[config.mk]
export PLATFORM = sky130hd
export DESIGN_NAME = uart_var_frame_tx
export DESIGN_NICKNAME = d
export VERILOG_FILES = /design/src/rtl/uart_var_pkg.sv /design/src/rtl/uart_var_frame_tx.sv
export SDC_FILE = /design/constraint.sdc
export NUM_CORES = 1
export LEC_CHECK = 0
export BUFFER_PORTS_ARGS = -buffer_cell sky130_fd_sc_hd__buf_2
export CAP_MARGIN = 20
export CORE_MARGIN = 3
export CORE_UTILIZATION = 51
export DETAILED_ROUTE_END_ITERATION = 10
export PLACE_DENSITY = 0.76
export SLEW_MARGIN = 20
export SYNTH_ARGS = -nofsm -noshare
export SYNTH_HDL_FRONTEND = slang
export SYNTH_SLANG_ARGS = --single-unit
[constraint.sdc]
create_clock -name clk -period 1.95 [get_ports clk]
set_input_delay 0.4875 -clock clk [delete_from_list [all_inputs] [get_ports clk]]
set_output_delay 0.4875 -clock clk [all_outputs]
set_load 0.03 [all_outputs]
[src/rtl/uart_var_pkg.sv]
// Shared definitions for the uart_var frame transmitter and its matching receiver.
package uart_var_pkg;

    typedef enum logic [1:0] {
        ST_IDLE  = 2'd0,
        ST_ISSUE = 2'd1,
        ST_WAIT  = 2'd2,
        ST_DONE  = 2'd3
    } uart_var_state_e;

    localparam logic [7:0] UART_VAR_HEADER = 8'hA5;

endpackage

[src/rtl/uart_var_frame_tx.sv]
// Frame sequencer for the uart_var byte transmitter: sends HEADER, CMD, LEN,
// payload (MSB first) and an XOR checksum, one byte per tx_start/tx_done handshake.
module uart_var_frame_tx
    import uart_var_pkg::*;
#(
    parameter int         DATA_BYTES = 4,
    parameter logic [7:0] HEADER     = UART_VAR_HEADER
) (
    input  logic                    clk,
    input  logic                    rst,
    input  logic [8*DATA_BYTES-1:0] frame_data,
    input  logic [7:0]              frame_cmd,
    input  logic                    frame_valid,
    output logic                    frame_ready,
    output logic                    frame_done,
    output logic [7:0]              tx_data,
    output logic                    tx_start,
    input  logic                    tx_done,
    input  logic                    tx_idle
);

    localparam int                 IDX_W    = $clog2(DATA_BYTES + 4);
    localparam int                 PW       = 8 * DATA_BYTES;
    localparam logic [IDX_W-1:0]   LAST_IDX = IDX_W'(DATA_BYTES + 3);
    localparam logic [7:0]         LEN      = 8'(DATA_BYTES);

    uart_var_state_e  state_q, state_d;
    logic [IDX_W-1:0] idx_q, idx_d;
    logic [7:0]       chk_q, chk_d;
    logic [7:0]       cmd_q, cmd_d;
    logic [PW-1:0]    data_q, data_d;
    logic [7:0]       tx_data_q, tx_data_d;
    logic             frame_ready_q, frame_ready_d;
    logic             frame_done_q, frame_done_d;

    always_comb begin
        // NOTE: every signal gets its hold value first so no path through the case infers a latch.
        state_d   = state_q;
        idx_d     = idx_q;
        chk_d     = chk_q;
        cmd_d     = cmd_q;
        data_d    = data_q;
        tx_data_d = tx_data_q;

        case (state_q)
            ST_IDLE: begin
                if (frame_valid) begin
                    state_d   = ST_ISSUE;
                    idx_d     = '0;
                    chk_d     = '0;
                    cmd_d     = frame_cmd;
                    data_d    = frame_data;
                    tx_data_d = HEADER;
                end
            end
            ST_ISSUE: begin
                if (tx_idle) begin
                    state_d = ST_WAIT;
                end
            end
            ST_WAIT: begin
                if (tx_done) begin
                    // HEADER (index 0) and CHK itself stay out of the checksum.
                    if (idx_q != '0 && idx_q != LAST_IDX) begin
                        chk_d = chk_q ^ tx_data_q;
                    end
                    if (idx_q == LAST_IDX) begin
                        state_d = ST_DONE;
                    end else begin
                        state_d = ST_ISSUE;
                        idx_d   = idx_q + IDX_W'(1);
                        if (idx_d == IDX_W'(1)) begin
                            tx_data_d = cmd_q;
                        end else if (idx_d == IDX_W'(2)) begin
                            tx_data_d = LEN;
                        end else if (idx_d == LAST_IDX) begin
                            tx_data_d = chk_d;
                        end else begin
                            // Payload leaves from the top of a left-shifting copy.
                            tx_data_d = data_q[PW-1 -: 8];
                            data_d    = data_q << 8;
                        end
                    end
                end
            end
            ST_DONE: begin
                state_d = ST_IDLE;
            end
            default: begin
                state_d = ST_IDLE;
            end
        endcase

        frame_ready_d = (state_d == ST_IDLE);
        frame_done_d  = (state_d == ST_DONE);
    end

    always_ff @(posedge clk or negedge rst) begin
        if (!rst) begin
            state_q       <= ST_IDLE;
            idx_q         <= '0;
            chk_q         <= '0;
            cmd_q         <= '0;
            data_q        <= '0;
            tx_data_q     <= '0;
            frame_ready_q <= 1'b1;
            frame_done_q  <= 1'b0;
        end else begin
            // NOTE: non-blocking so every flop samples the pre-edge values of the others.
            state_q       <= state_d;
            idx_q         <= idx_d;
            chk_q         <= chk_d;
            cmd_q         <= cmd_d;
            data_q        <= data_d;
            tx_data_q     <= tx_data_d;
            frame_ready_q <= frame_ready_d;
            frame_done_q  <= frame_done_d;
        end
    end

    // Decoded from state so the first start can land in the cycle right after acceptance.
    assign tx_start    = (state_q == ST_ISSUE) && tx_idle;
    assign tx_data     = tx_data_q;
    assign frame_ready = frame_ready_q;
    assign frame_done  = frame_done_q;

endmodule
==> impl_metrics.ini <==
[synthesis]
yosys_warnings = 0
netlist_area_sq_mm = 0.00328
avgSynthCellArea_sq_um = 10.5
synth-simple-area-share_pct = 11.3
synth.area.top_cells = dfrtp_1, mux2_4, nand2_1
async_flop_share_pct = 100
synthXorXnorAreaFrac_pct = 1.07
synth_top_family_by_area = multiplexers
seq_area_frac_synth_pct = 48.1
synthMuxAreaShare_pct = 17.2
synthFlopType = dfrtp_1
ys_seq_elements = 63
synth_compound_area_share_pct = 15.3
syn_nets = 363
synth_edf_count = 0
syn_inst = 312
synthAdderAreaFrac_pct = 2.29
synth_cell_types = 41
yosys.area.top_type = dfrtp_1
synth.top_cell.area_share_pct = 47.3

[die]
io_pins = 56
coreArea_sq_mm = 0.00606
die_y_um = 86.2
start_util_pct = 54.1
die_w_um = 86.2
rows = 28
die_area_sq_mm = 0.00742

[clocking]
holdBufCountCts = 0
cts_made_buffers = 9
clk_pin_slew_ns = 0.07
clock_sinks = 63
tritoncts = built
cts_max_path_buffers = 2
clk_latency_ns = 0.35
h-tree-depth = 3
root_buffer = clkbuf_8

[pwr]
internal_power_mw = 3.94
p_sw_mw = 2.42
peakVddDrop_v = 0.000814
p_leak_nw = 2.03
pwr-share-clk_pct = 16.3
powerDensity_mw_per_mm2 = 1580
power_mw = 6.37
p_comb_share_pct = 47.6
seq_power_share_pct = 36.1
swShare_pct = 38.1

[grt]
grt_usage_pct = 20.3
antenna_found_initial = 0
grt_overflow_total = 0
grt_pass1_vias = 2466
grt_max_degree = 64
grt_pass1_wl_um = 11700

[placement]
hpwl_um = 4960
gp_congestion = 0.814
portBuffers = 55
place_area_sq_mm = 0.00379

[worst_setup_path]
start_kind = register
crit_family = flip-flops
r2r-end = data_q[13]
crit_fanout = 9
r2r_slack_ns = 0.02
slowest_delay_ns = 0.40
r2r_start = idx_q[1]
cp_cell_sequence = ha_2 > ha_4 > nand3b_1 > a21oi_4 > o21ai_4 > buf_4 > mux2_4
required_ns = 2.18
reg2reg_depth = 7
crit_type = reg -> reg
crit_path_top_delay_cell = dfrtp_1
critPathBufInv = 1
crit_arrival_ns = 2.17
critPathCaptureType = register

[layout]
drive_gt1_share_pct = 35.5
finish.utilization_pct = 66.3
antenna_cells = 0
syn_to_final_growth_pct = 22.7
finalNetCount = 438
final_cell_area_sq_mm = 0.00402

[route]
vias = 2566
drc = 0
routed_wl_um = 6980
viasPerCell = 5.49
drt_pass1_iterations = 4
wl_per_cell_um = 14.9
drtAntennaViolNets = 0
drt_iter0_drc = 126

[sta]
hold_viol = 0
min_period_over_period_pct = 99.2
drv_slew = 0
maxSlewHeadroom_pct = 76.1
setup_viol = 0
worst_pin_slew_ns = 0.358
skew_ns = 0.00895
post-route-min-period_ns = 1.93
timing.fmax_ghz = 0.517
rsz0062_at_grt = yes

[outcome]
status = finished, final reports clean

[job]
drv_cap = 0

[worst_hold_path]
min_path_type = in -> async
sequential cells by signal (all words and copies together) (netlist names):
register,cells
chk_q,8
state_q,2
cmd_q,8
idx_q,3
frame_done,1
tx_data,8
data_q,32
frame_ready,1
layout by cell type (no fill, tap or decap), drive strengths merged, types with 3 or more instances in the layout:
master	n
clkbuf	10
a31oi	3
o21ai	28
a21o	3
xor2	4
a221oi	3
ha	6
clkinvlp	3
dfrtp	62
nand2	64
o31ai	11
buf	80
inv	17
nor2	7
mux2i	17
a21oi	13
mux2	29
nand4	3
a32oi	4
a221o	4
nor2b	3
Yosys cell counts (all sizes together) (2+ instances only):
cell type,count
a21o,3
a21oi,13
a221o,4
a221oi,3
a31oi,3
a32oi,4
and2,2
buf,11
clkbuf,5
dfrtp,62
ha,6
inv,16
mux2,29
mux2i,17
nand2,64
nand2b,2
nand3b,2
nand4,3
nor2,7
nor2b,3
o21ai,28
o31ai,11
xor2,4
layer usage:
metal | share of wire (%) | routed length, um | track usage, %
met1 | 46 | 3180 | 27.1
met2 | 46 | 3200 | 30.8
met3 | 5.2 | 366 | 4.23
met4 | 3.3 | 228 | 11.4
met5 | 0 | 0 | 0
cell type report:
| class | instances | area [sq um] |
|---|---|---|
| repair buffers | 80 | 517 |
| fillers | 503 | 2040 |
| flip-flops and latches | 63 | 1580 |
| inverters | 16 | 60.1 |
| clock inverters | 6 | 45.0 |
| multi-input cells | 217 | 1590 |
| clock buffers | 10 | 138 |
| well taps | 75 | 93.8 |
power groups by stage:
stage | Sequential [mW] | Combinational (mW) | Clock, mW
2_1_floorplan | 2.30 | 2.12 | 0
3_3_place_gp | 2.29 | 2.85 | 0
3_5_place_dp | 2.32 | 2.95 | 0
4_1_cts | 2.29 | 3.00 | 1.06
5_1_grt | 2.38 | 3.32 | 1.12
6_report | 2.30 | 3.03 | 1.04
per-stage QoR:
stage          cells  setup TNS, ns  setup slack (ns)  hold WS (ns)
5_1_grt          467         -0.528           -0.0569         0.166
3_5_place_dp     447        -0.0201          -0.00903         0.494
3_3_place_gp     447              0            0.0351         0.481
4_1_cts          466              0           0.00794         0.155
6_report         467              0            0.0155         0.137
2_1_floorplan    312              0            0.0172         0.192
worst max-delay path by stage:
| stage | from | end | slack, ns | cells past startpoint |
|---|---|---|---|---|
| finish | idx_q[1] | data_q[13] | 0.02 | 7 |
| global route | idx_q[1] | data_q[31] | -0.06 | 7 |
| CTS | idx_q[1] | data_q[13] | 0.008 | 7 |
| detailed placement | idx_q[1] | data_q[15] | -0.009 | 7 |
| global placement | idx_q[1] | data_q[15] | 0.04 | 6 |
| floorplan | idx_q[0] | data_q[10] | 0.02 | 7 |
kinds of logic after synthesis:
logic type / count (synthesis)
buf+inv: 32
fa+ha+maj: 6
xor+xnor: 4
compound gates: 75
mux: 46
simple gates: 86
flops: 63
timing repair:
action                     in CTS  in global routing
buffers inserted                3                  1
pin swaps                       1                  0
gates resized for setup         0                  6
setup endpoints to repair       9                 25
No activity file was read; power rests on OpenSTA's default activity.
